[src/rtl/uart_rx_pkg.sv]
// Shared types and constants for the UART receive-path controller.
// The optional idle-timeout interrupt is enabled by defining UART_RX_TIMEOUT_EN.
package uart_rx_pkg;

  typedef enum logic [1:0] {
    S_DISABLED,
    S_IDLE,
    S_ACTIVE,
    S_STORE
  } rx_state_e;

  localparam int RX_DATA_W = 32;

  typedef struct packed {
    logic                 err;
    logic [RX_DATA_W-1:0] data;
  } rx_entry_t;

  // Four 16x-oversampled character times of a DATA_WIDTH/8-byte word plus start/stop.
  function automatic int timeout_ticks(input int dw);
    return 4 * 16 * (dw / 8 + 2);
  endfunction

endpackage

[src/rtl/uart_rx_fifo.sv]
// Synchronous first-word-fall-through FIFO with occupancy count.
// The head is registered, so a pop or first write shows on rd_data one cycle later.
module uart_rx_fifo #(
  parameter  int W     = 33,
  parameter  int DEPTH = 8,
  localparam int AW    = $clog2(DEPTH),
  localparam int CW    = $clog2(DEPTH) + 1
) (
  input  logic          clk,
  input  logic          rst,
  input  logic          wr_en,
  input  logic [W-1:0]  wr_data,
  input  logic          rd_en,
  output logic [W-1:0]  rd_data,
  output logic          empty,
  output logic          full,
  output logic [CW-1:0] count,
  output logic          overrun
);

  localparam logic [CW-1:0] FULL_CNT = CW'(DEPTH);

  logic [W-1:0]  r_mem [DEPTH];
  logic [AW-1:0] r_wr_ptr, r_rd_ptr;
  logic [CW-1:0] r_count;
  logic [W-1:0]  r_head;
  logic          w_wr, w_rd;
  logic [AW-1:0] w_rd_nxt;

  assign empty    = (r_count == '0);
  assign full     = (r_count == FULL_CNT);
  assign w_rd     = rd_en && !empty;
  // A full FIFO still accepts a write when the head is popped in the same cycle.
  assign w_wr     = wr_en && (!full || rd_en);
  assign overrun  = wr_en && full && !rd_en;
  assign w_rd_nxt = r_rd_ptr + 1'b1;
  assign count    = r_count;
  assign rd_data  = r_head;

  always_ff @(posedge clk) begin
    if (w_wr) r_mem[r_wr_ptr] <= wr_data;
  end

  always_ff @(posedge clk or posedge rst) begin
    if (rst) begin
      r_wr_ptr <= '0;
      r_rd_ptr <= '0;
      r_count  <= '0;
      r_head   <= '0;
    end else begin
      if (w_wr) r_wr_ptr <= r_wr_ptr + 1'b1;
      if (w_rd) r_rd_ptr <= w_rd_nxt;
      r_count <= r_count + CW'(w_wr) - CW'(w_rd);
      // Next head comes from memory unless it is the word being written right now.
      if (w_rd) begin
        if (r_count > CW'(1))  r_head <= r_mem[w_rd_nxt];
        else if (w_wr)         r_head <= wr_data;
      end else if (w_wr && empty) begin
        r_head <= wr_data;
      end
    end
  end

endmodule

[src/rtl/uart_rx_ctrl.sv]
// Receive-path controller: baud tick divider, RX synchroniser, frame FSM,
// receive FIFO, sticky errors and interrupt. Optional timeout via UART_RX_TIMEOUT_EN.
module uart_rx_ctrl
  import uart_rx_pkg::*;
#(
  parameter  int DATA_WIDTH = 32,
  parameter  int FIFO_DEPTH = 8,
  parameter  int DIV_WIDTH  = 16,
  localparam int CW         = $clog2(FIFO_DEPTH) + 1
) (
  input  logic                  PCLK,
  input  logic                  PRESET,
  input  logic                  rx_en,
  input  logic [DIV_WIDTH-1:0]  baud_div,
  input  logic                  rx_pin,
  output logic                  rx_line,
  output logic                  rx_tick,
  output logic                  rx_detect,
  input  logic                  rx_done,
  input  logic                  rx_error,
  input  logic [DATA_WIDTH-1:0] rx_data_in,
  input  logic                  rd_en,
  output logic [DATA_WIDTH-1:0] rd_data,
  output logic                  rd_err,
  output logic                  fifo_empty,
  output logic                  fifo_full,
  output logic [CW-1:0]         fifo_count,
  input  logic [CW-1:0]         irq_level,
  input  logic                  err_clr,
  output logic                  overrun_err,
  output logic                  parity_err,
  output logic                  rx_busy,
  output logic                  irq
);

  logic [DIV_WIDTH-1:0]  r_div_cnt;
  logic                  r_tick;
  logic [1:0]            r_sync;
  rx_state_e             r_state;
  logic                  r_detect, r_busy, r_pend, r_done_d;
  logic [DATA_WIDTH-1:0] r_hold;
  logic                  r_hold_err;
  logic                  r_ovr, r_par, r_irq;

  logic [DIV_WIDTH-1:0]  w_div_last;
  logic                  w_done_rise, w_wr, w_ovf, w_empty, w_full, w_lvl, w_to;
  logic [DATA_WIDTH:0]   w_head;
  logic [CW-1:0]         w_count;

  assign w_div_last  = (baud_div == '0) ? '0 : baud_div - 1'b1;
  assign w_done_rise = rx_done && !r_done_d;
  assign w_wr        = (r_state == S_STORE) && rx_en;

  always_ff @(posedge PCLK or posedge PRESET) begin
    if (PRESET) begin
      r_div_cnt <= '0;
      r_tick    <= 1'b0;
    end else if (!rx_en) begin
      r_div_cnt <= '0;
      r_tick    <= 1'b0;
    end else if (r_div_cnt >= w_div_last) begin
      r_div_cnt <= '0;
      r_tick    <= 1'b1;
    end else begin
      r_div_cnt <= r_div_cnt + 1'b1;
      r_tick    <= 1'b0;
    end
  end

  always_ff @(posedge PCLK or posedge PRESET) begin
    if (PRESET) r_sync <= 2'b11;
    else        r_sync <= {r_sync[0], rx_pin};
  end

  always_ff @(posedge PCLK or posedge PRESET) begin
    if (PRESET) begin
      r_state    <= S_DISABLED;
      r_detect   <= 1'b0;
      r_busy     <= 1'b0;
      r_pend     <= 1'b0;
      r_done_d   <= 1'b0;
      r_hold     <= '0;
      r_hold_err <= 1'b0;
    end else begin
      r_done_d <= rx_done;
      if (!rx_en) begin
        r_state  <= S_DISABLED;
        r_detect <= 1'b0;
        r_busy   <= 1'b0;
        r_pend   <= 1'b0;
      end else begin
        case (r_state)
          S_DISABLED: begin
            r_state  <= S_IDLE;
            r_detect <= 1'b1;
          end
          S_IDLE: if (r_tick && !r_sync[1]) begin
            r_state  <= S_ACTIVE;
            r_detect <= 1'b0;
            r_busy   <= 1'b1;
          end
          S_ACTIVE: begin
            // An error seen in the completing cycle still belongs to this word.
            if (w_done_rise) begin
              r_state    <= S_STORE;
              r_busy     <= 1'b0;
              r_hold     <= rx_data_in;
              r_hold_err <= r_pend | rx_error;
            end else if (rx_error) begin
              r_pend <= 1'b1;
            end
          end
          default: begin
            r_state  <= S_IDLE;
            r_detect <= 1'b1;
            r_pend   <= 1'b0;
          end
        endcase
      end
    end
  end

  uart_rx_fifo #(.W(DATA_WIDTH + 1), .DEPTH(FIFO_DEPTH)) u_fifo (
    .clk     (PCLK),
    .rst     (PRESET),
    .wr_en   (w_wr),
    .wr_data ({r_hold_err, r_hold}),
    .rd_en   (rd_en),
    .rd_data (w_head),
    .empty   (w_empty),
    .full    (w_full),
    .count   (w_count),
    .overrun (w_ovf)
  );

`ifdef UART_RX_TIMEOUT_EN
  localparam int TO_TICKS = timeout_ticks(DATA_WIDTH);
  localparam int TOW      = $clog2(TO_TICKS + 1);

  logic [TOW-1:0] r_to_cnt;
  logic           r_timeout;
  logic           w_pop, w_to_inc, w_to_hit;

  assign w_pop    = rd_en && !w_empty;
  assign w_to_inc = r_tick && !w_empty && (r_state == S_IDLE) && (r_to_cnt != TOW'(TO_TICKS));
  assign w_to_hit = w_to_inc && (r_to_cnt == TOW'(TO_TICKS - 1)) && !w_wr && !w_pop;

  always_ff @(posedge PCLK or posedge PRESET) begin
    if (PRESET) begin
      r_to_cnt  <= '0;
      r_timeout <= 1'b0;
    end else begin
      if (w_wr || w_pop) r_to_cnt <= '0;
      else if (w_to_inc) r_to_cnt <= r_to_cnt + 1'b1;
      if (w_to_hit)                r_timeout <= 1'b1;
      else if (err_clr || w_pop)   r_timeout <= 1'b0;
    end
  end

  assign w_to = r_timeout;
`else
  assign w_to = 1'b0;
`endif

  assign w_lvl = (irq_level != '0) && (w_count >= irq_level);

  always_ff @(posedge PCLK or posedge PRESET) begin
    if (PRESET) begin
      r_ovr <= 1'b0;
      r_par <= 1'b0;
      r_irq <= 1'b0;
    end else begin
      if (w_ovf)        r_ovr <= 1'b1;
      else if (err_clr) r_ovr <= 1'b0;
      if (w_wr && r_hold_err) r_par <= 1'b1;
      else if (err_clr)       r_par <= 1'b0;
      r_irq <= w_lvl | r_ovr | r_par | w_to;
    end
  end

  assign rx_line     = r_sync[1];
  assign rx_tick     = r_tick;
  assign rx_detect   = r_detect;
  assign rx_busy     = r_busy;
  assign rd_data     = w_head[DATA_WIDTH-1:0];
  assign rd_err      = w_head[DATA_WIDTH];
  assign fifo_empty  = w_empty;
  assign fifo_full   = w_full;
  assign fifo_count  = w_count;
  assign overrun_err = r_ovr;
  assign parity_err  = r_par;
  assign irq         = r_irq;

endmodule
[config.mk]
export PLATFORM = sky130hd
export DESIGN_NAME = uart_rx_ctrl
export DESIGN_NICKNAME = d
export VERILOG_FILES = /design/src/rtl/uart_rx_pkg.sv /design/src/rtl/uart_rx_fifo.sv /design/src/rtl/uart_rx_ctrl.sv
export SDC_FILE = /design/constraint.sdc
export NUM_CORES = 1
export LEC_CHECK = 0
export BUFFER_PORTS_ARGS = -buffer_cell sky130_fd_sc_hd__buf_2
export CORE_UTILIZATION = 50
export CTS_CLUSTER_SIZE = 10
export DETAILED_ROUTE_END_ITERATION = 8
export HOLD_SLACK_MARGIN = 0.03
export PLACE_DENSITY_LB_ADDON = 0.05
export SKIP_LAST_GASP = 1
export SLEW_MARGIN = 20
export SYNTH_ARGS = -nofsm -noshare
export SYNTH_HDL_FRONTEND = slang
export SYNTH_SLANG_ARGS = --single-unit
[constraint.sdc]
create_clock -name PCLK -period 5.12 [get_ports PCLK]
set_clock_uncertainty 0.15 [all_clocks]
set_input_delay 0.768 -clock PCLK [delete_from_list [all_inputs] [get_ports PCLK]]
set_output_delay 0.768 -clock PCLK [all_outputs]
set_load 0.005 [all_outputs]
Yosys cells after proc, flatten, opt, wreduce, memory -nomap -nowiden. Memories as Yosys holds them, arrays and structs flattened. Cells that the tools add are included.

Register bits: 104. Memory bits (writable): 264. Bits of input ports: 60. Output and inout bits: 46. Word-level logic and storage cells: 101. Memories: 1.

Memories: u_fifo.r_mem (depth 8, width 33, read ports 1, clocked after memory_dff 0, wr ports 1, RTL line uart_rx_fifo.sv:23) `logic [W-1:0] r_mem [DEPTH];`.

$add $sub $neg: 6. Order comparisons: 3. Equal/unequal tests: 12. Mux-type cells: 29. Bitwise operators: 3. Reduce and logical (&&, ||, !) cells: 30.

Operators with widths (count): $mux 33 (4); $mux 16 (3); $add 16x1->16 const B (1); $ge 16x16->1 (1); $logic_not 16->1 (1); $sub 16x1->16 const B (1); $mux 1 (15); $ne 3x3->1 const B (4); $logic_and 1x1->1 (10); $reduce_and 3->1 (3); $add 3x1->3 const B (2); $mux 2 (3); $pmux 1 s2 (3); $reduce_and 2->1 (3); $reduce_bool 2->1 (3); $logic_not 1->1 (5); $add 4x1->4 (1); $eq 2x2->1 const B (2); $eq 4x4->1 const B (1); $ge 4x4->1 (1); $gt 4x1->1 const B (1); $logic_not 4->1 (1); $ne 2x2->1 const B (2); $pmux 2 s2 (1); other kinds (9) (11).

Logic depth before layout (Yosys ltp). Gate-level depths: netlist (run 1).

Word-level depth: 7. Mapped depth: 15. Gate-level depth less buffers: 13.

Modules after synthesis. A second synthesis (run 1) with hierarchy kept.

Cells, all modules: 1124. Area total of the unflattened synthesis: 15637.5 um^2.

By module, submodules not included: uart_rx_fifo (times used 1, cells each 824, area each 12374.4 um^2); uart_rx_ctrl (times used 1, cells each 300, area each 3263.1 um^2).

Worst setup path after synthesis (run 1). Ideal clock, no wire load.

Path kind: input to register. Start point: input rx_en. End point: memory u_fifo.r_mem[0][0], enable pin. Setup time: 0.464 ns. Data arrival time: 3.918 ns. Data required time: 4.506 ns. Setup slack: 0.588 ns. Stages on the path: 6. Path through: clkbuf_1 and2_1 and2_1 clkbuf_1 nand2b_1 nor3_1.

Cells in the longest elaborated chain, start to end: 4.

RTL lines: from (decl) (RTL line uart_rx_ctrl.sv:13) `input logic rx_en,`; $logic_and 1x1->1 (RTL line uart_rx_ctrl.sv:52) `assign w_wr = (r_state == S_STORE) && rx_en;`; $logic_and 1x1->1 (RTL line uart_rx_fifo.sv:34) `assign w_wr = wr_en && (!full || rd_en);`; via u_fifo.w_wr (RTL line uart_rx_fifo.sv:27) `logic w_wr, w_rd;`; $mux 1 (RTL line uart_rx_fifo.sv:41) `if (w_wr) r_mem[r_wr_ptr] <= wr_data;`; $mux 1 (not written as such) (RTL line uart_rx_fifo.sv:41); to (decl) (RTL line uart_rx_fifo.sv:23).

The timed path passes the listed nets, and every way through them passes these cells.

Worst setup path after layout (run 1).
Start point: input baud_div[5]. End point: register r_div_cnt[15].

Cells in the longest elaborated chain, start to end: 5.

RTL lines: from (decl) (RTL line uart_rx_ctrl.sv:14) `input logic [DIV_WIDTH-1:0] baud_div,`; $sub 16x1->16 / $logic_not 16->1 (equally long branches) (RTL line uart_rx_ctrl.sv:50) `assign w_div_last = (baud_div == '0) ? '0 : baud_div - 1'b1;`; $mux 16 * (RTL line uart_rx_ctrl.sv:50); $ge 16x16->1 * (RTL line uart_rx_ctrl.sv:61) `end else if (r_div_cnt >= w_div_last) begin`; $mux 16 * (RTL line uart_rx_ctrl.sv:61); $mux 16 * (RTL line uart_rx_ctrl.sv:58) `end else if (!rx_en) begin`; to (signal assigned) (RTL line uart_rx_ctrl.sv:65) `r_div_cnt <= r_div_cnt + 1'b1;`; to (decl) (RTL line uart_rx_ctrl.sv:36) `logic [DIV_WIDTH-1:0] r_div_cnt;`.

Mark *: on every way between the ends. The rest lies on a longest branch, timed or not. A chain may end at the register's enable or synchronous reset.

==> flow_summary.yaml, run 1 <==
power:
  vdd_drop_max_mv: 0.385
  power_leakage_nw: 6.65
  power_mw: 9.77
  power_density_nw_per_um2: 559
clock_tree:
  clock_sinks: 368
  cts_buffers: 43
  cts_buffer_depth: 3
  cts.repair.resized: 0
  cts_root_buffer: "clkbuf_16"
  cts_tree: "yes"
  holdBufCountCts: 0
  cts_max_level: 2
  post-cts-setup-buffers: 0
  clkSlewWorstSetupHoldPaths_ps: 50
  clk_latency_ps: 530
synth:
  synth_area_leader_cell: "edfxtp_1"
  synth.net_count: 1018
  synth_common_cells: "264 x edfxtp_1, 102 x dfrtp_1, 99 x nand2_1, 72 x o21ai_0, 66 x mux4_2"
  seq_area_frac_synth_pct: 69.4
  synthFlopType: "edfxtp_1"
  synth-edff-count: 264
  yosysMostFrequentCell: "edfxtp_1"
  synthArstFlopShare_pct: 28.3
  synth_cell_types: 50
  ys_top_cells_by_area: "edfxtp_1 52%, dfrtp_1 17%, mux4_2 9.8%, ha_1 2.8%, mux2_2 2.5%"
  yosysWarnings: 0
  synth_top_area_share_pct: 52.3
  ys_ff_latch: 368
  postSynthAreaPerCell_um2: 16.4
  syn_inst: 923
  syn_area_um2: 15200
timing:
  fmax_mhz: 269
  holdWs_ps: 205
  drv_slew: 0
  slew_headroom_pct: 35.0
  fin_crit_sh_pct: 72.7
  setup_ws_ps: 1400
  rsz0062_at_grt: "false"
  setup_tns_ps: 0
  hold_viol_final: 0
  setup_violations: 0
  worst_pin_slew_ps: 975
  period_minus_slack_ps: 3720
final_layout:
  area_delta_synth_final_pct: 15.3
  nets: 1146
  final_layout_size_suffix_gt1_share_pct: 26.6
  diodes: 0
routing:
  vias: 8048
  ant_nets: 0
  first_pass_iters: 5
  drt_wl_total_um: 29600
  drc: 0
  wl_per_cell_um: 20.1
  first_iter_violations: 438
  routed_via_density: 5.46
floorplanning:
  die_h_um: 176
  coreArea_um2: 29700
  initial_core_util_pct: 51.0
  boundaryPins: 106
  rows: 63
  die_area_um2: 31000
  die-width_um: 176
global_routing:
  overflow: 0
  track_usage_pct: 20.1
  grt_max_degree: 72
  antenna_found_initial: 0
  grt_pass1_vias: 8187
  grt_pass1_wl_um: 47000
setup_path:
  crit_path_top_delay_cell: "or4b_1"
  required_ps: 5410
  crit_buf_inv: 1
  crit_family: "simple AND/OR/NAND/NOR gates"
  crit_arrival_ps: 4010
  cpMostUsedCell: "nor3_1"
  critPathMaxFanout: 16
  critPathLaunchType: "primary input"
  crit_chain: "buf_2 > or4_1 > nor3_4 > nand2_1 > nor3_1 > mux2i_1 > ha_1 > nand4_1 > nor3_1 > o2bb2ai_1 > or4b_1 > nor2_1"
  worstSetupPathType: "in -> reg"
  slowest_delay_ps: 840
  endpoint_kind: "flip-flop"
placement:
  io_buffer_count: 105
  pre_cts_ws_ps: 857
  dp_hpwl_um: 16900
  gp_congestion: 0.764
hold_path:
  hold_class: "in -> async"
run:
  drv_cap: 0
outcome:
  outcome: "finished, final reports clean"
## layout by cell type (no fill, tap or decap), drive strengths merged, types with 2 or more instances in the layout
| cell | n |
|---|---|
| ha | 34 |
| mux2i | 36 |
| nor2b | 2 |
| nand3 | 5 |
| clkinv | 2 |
| or4 | 2 |
| a21oi | 12 |
| a21o | 4 |
| mux4 | 66 |
| xnor2 | 9 |
| nor3b | 2 |
| nor3 | 12 |
| nand2 | 99 |
| o211a | 2 |
| clkbuf | 73 |
| and3 | 6 |
| edfxtp | 264 |
| dfrtp | 102 |
| nand2b | 9 |
| o2bb2ai | 2 |
| o21ai | 72 |
| mux2 | 34 |
| nand4 | 4 |
| dfstp | 2 |
| nor2 | 40 |
| and2 | 5 |
| buf | 123 |
| xor2 | 19 |
| nor4 | 5 |
| inv | 21 |
## cells by family (layout without fill, tap and decap cells)
family	Yosys count	count (layout)	synth area share, %
XOR/XNOR	28	28	1.62
AO/OA/AOI/OAI	102	102	3.73
AND/OR/NAND/NOR	195	195	5.82
buffers and inverters	59	219	1.74
flip-flops	368	368	69.4
multiplexers	136	136	14.7
adder cells (fa/ha/maj)	35	35	2.94
## per-layer routing
layer	track usage, %	routed length (um)	share of wire (%)	up-vias
li1	-	-	-	3765
met2	33.3	14500	49	168
met3	3.14	1190	4.0	43
met5	0	0	0	-
met4	4.71	430	1.5	0
met1	28.2	13500	45	4072
## sequential cells by signal, indices dropped and copies added (netlist names), 2 cells and up
name,count
u_fifo.r_mem,264
u_fifo.rd_data,33
r_hold,32
r_div_cnt,16
u_fifo.count,4
u_fifo.r_rd_ptr,3
u_fifo.r_wr_ptr,3
r_state,2
r_sync,2
## cell type report
type / count / area, um2
clock inverters: 4 / 37.5
repair buffers: 123 / 673
well taps: 390 / 488
inverters: 19 / 76.3
clock buffers: 73 / 1210
fillers: 2312 / 12200
multi-input cells: 496 / 4460
flip-flops and latches: 368 / 10500
## metrics by stage
step                      std cells  instance area (um2)  utilization, %
after floorplan                 923                15200               -
final                          1473                17500            58.8
after CTS                      1473                17500            58.8
after global routing           1473                17500            58.8
after global placement         1396                16200            54.6
after detailed placement       1396                16200            54.6
## power breakdown
part	switching [mW]	internal (mW)
combinational	1.37	1.37
clock	1.11	1.60
sequential	0.448	3.87
## final timing paths
| kind | startpoint | end | slack [ps] | cells past startpoint |
|---|---|---|---|---|
| max in group asynchronous | PRESET | r_sync[0]$_DFF_PP1_ | 3570 | 3 |
| setup / recovery | baud_div[5] | r_div_cnt[15]$_DFF_PP0_ | 1400 | 12 |
| hold / removal | PRESET | u_fifo.rd_data[28]$_DFFE_PP0P_ | 210 | 2 |
| setup reg to reg | u_fifo.r_rd_ptr[0]$_DFFE_PP0P_ | u_fifo.rd_data[9]$_DFFE_PP0P_ | 2060 | 7 |
| min in group PCLK | rx_pin | r_sync[0]$_DFF_PP1_ | 210 | 1 |
| hold reg to reg | r_sync[0]$_DFF_PP1_ | r_sync[1]$_DFF_PP1_ | 210 | 0 |
Note: power is estimated with default switching activity, not from simulation.
==> inputs of run 2 (changes only) <==
clock period = 3.59 ns   (was 5.12 ns; I/O delays follow)
==> run 2 against run 1 <==
  * Sequential power up 43%
  * Via count decreased by 0.42%
  * Total power rose by 44%
  * Flip-flop and latch count stayed put
  * Setup slack got worse by 1000 ps
  * First-iteration DRC count grew 22%
  * Global-route usage shrank 0.58 points
  * Die area is the same
  * Non-clock buffer count up 16
  * Core utilization up 0.98 points
==> flow_summary.yaml, run 2 (synthesis results as in run 1) <==
clock_tree:
  clock_sinks: 368
  cts_tree: "yes"
  cts_root_buffer: "clkbuf_16"
  cts.repair.resized: 0
  cts_max_level: 2
  clk_latency_ps: 520
  cts_buffers: 43
  post-cts-setup-buffers: 0
  cts_buffer_depth: 3
  clkSlewWorstSetupHoldPaths_ps: 60
setup_path:
  r2r-end: "u_fifo.r_mem[5][5]$_DFFE_PP_"
  crit_chain: "buf_2 > or4_1 > nor3_4 > nand2_1 > nor3_1 > mux2i_1 > ha_1 > nand4_1 > nor3_1 > o2bb2ai_1 > or4b_1 > buf_4 > nor2_1"
  reg2reg_from: "u_fifo.count[2]$_DFF_PP0_"
  crit_family: "simple AND/OR/NAND/NOR gates"
  required_ps: 3890
  crit_arrival_ps: 3490
  crit_path_top_delay_cell: "or4_1"
  critPathLaunchType: "primary input"
  slowest_delay_ps: 600
  critPathMaxFanout: 16
  worstSetupPathType: "in -> reg"
  rrSetupSlack_ps: 920
  endpoint_kind: "flip-flop"
  crit_buf_inv: 2
  cp.depth: 13
  cp-startpoint: "baud_div[7]"
  rr_worst_depth: 8
  cpMostUsedCell: "nor3_1"
placement:
  dp_hpwl_um: 16600
  placed_area_um2: 16500
  gp_congestion: 0.755
  pre_cts_ws_ps: -128
  dp_cells: 1410
  io_buffer_count: 105
global_routing:
  met2_usage_pct: 31.7
  grt_pass1_vias: 8146
  grt_pass1_wl_um: 46100
  grt_max_degree: 68
  antenna_found_initial: 0
  grt_busiest_layer: "met2"
  track_usage_pct: 19.5
  overflow: 0
  use_met1_pct: 28.0
  met3_usage_pct: 2.73
floorplanning:
  initial_core_util_pct: 51.0
  rows: 63
  die-width_um: 176
  coreArea_um2: 29700
  die_h_um: 176
  boundaryPins: 106
  die_area_um2: 31000
power:
  power_leakage_nw: 6.77
  vdd_drop_max_mv: 0.959
  power_mw: 14.0
  power_density_nw_per_um2: 791
final_layout:
  multi_input_area_um2: 4470
  nets: 1162
  fin_area_um2: 17800
  final_cell_mix: "264 x edfxtp_1, 105 x buf_2, 101 x dfrtp_1"
  stdcell_count: 1492
  final_common_cell: "edfxtp_1"
  regArea_um2: 10500
  largest_reg_flops: 264
  regMostFlops: "u_fifo.r_mem"
  diodes: 0
  final_layout_size_suffix_gt1_share_pct: 27.5
  area_delta_synth_final_pct: 17.2
  nFillCells: 2301
timing:
  setup_violations: 0
  slew_headroom_pct: 45.9
  fin_crit_sh_pct: 89.0
  hold_viol_final: 0
  period_minus_slack_ps: 3190
  fmax_mhz: 313
  setup_ws_ps: 395
  drv_slew: 0
  worst_pin_slew_ps: 812
  rsz0062_at_grt: "false"
outcome:
  outcome: "finished, final reports clean"
hold_path:
  hold_class: "in -> async"
routing:
  first_pass_iters: 5
  routed_via_density: 5.37
  drt_wl_total_um: 29000
  first_iter_violations: 533
  drc: 0
  ant_nets: 0
  vias: 8014
  wl_per_cell_um: 19.4
run:
  drv_cap: 0
==> run 2: metrics by stage <==
stage / hold slack, ps / TNS (ps) / util (%)
2_1_floorplan: 195 / 0 / -
3_3_place_gp: 196 / -1340 / 55.5
3_5_place_dp: 199 / -1830 / 55.5
4_1_cts: 50.4 / 0 / 59.8
5_1_grt: 73.4 / 0 / 59.8
6_report: 31.6 / 0 / 59.8
==> run 2: report_power, final <==
part | leakage, nW | internal (mW) | switching, mW | total (mW)
clock | 0.603 | 2.32 | 1.58 | 3.89
combinational | 2.45 | 2.01 | 1.96 | 3.97
sequential | 3.72 | 5.52 | 0.673 | 6.19
total | 6.77 | 9.84 | 4.21 | 14.0
==> run 2: metal layers <==
layer  vias to the layer above  share of wire, %  routed length, um
met3                        47               6.1               1770
li1                       3812                 -                  -
met5                         -                 0                  0
met1                      3969                45              12900
met2                       186                48              13800
met4                         0               1.6                458
==> run 2: how the worst max path moves through the flow <==
stage | endpoint | slack [ps]
finish | r_div_cnt[14]$_DFF_PP0_ | 400
global route | r_div_cnt[10]$_DFF_PP0_ | 130
CTS | r_div_cnt[14]$_DFF_PP0_ | 390
detailed placement | r_div_cnt[11]$_DFF_PP0_ | -130
global placement | r_div_cnt[15]$_DFF_PP0_ | -90
floorplan | r_div_cnt[7]$_DFF_PP0_ | 70
==> run 2: timing repair <==
action	4_1_cts	5_1_grt
hold buffers	2	0
setup endpoints to repair	0	0
hold endpoints to repair	2	0
==> run 2: layout make-up <==
type | instances | share of cell area [%]
Clock buffer | 77 | 6.95
Timing Repair Buffer | 139 | 5.27
Clock inverter | 3 | 0.169
Multi-Input combinational cell | 496 | 25.2
Inverter | 19 | 0.415
Tap cell | 390 | 2.75
Sequential cell | 368 | 59.3
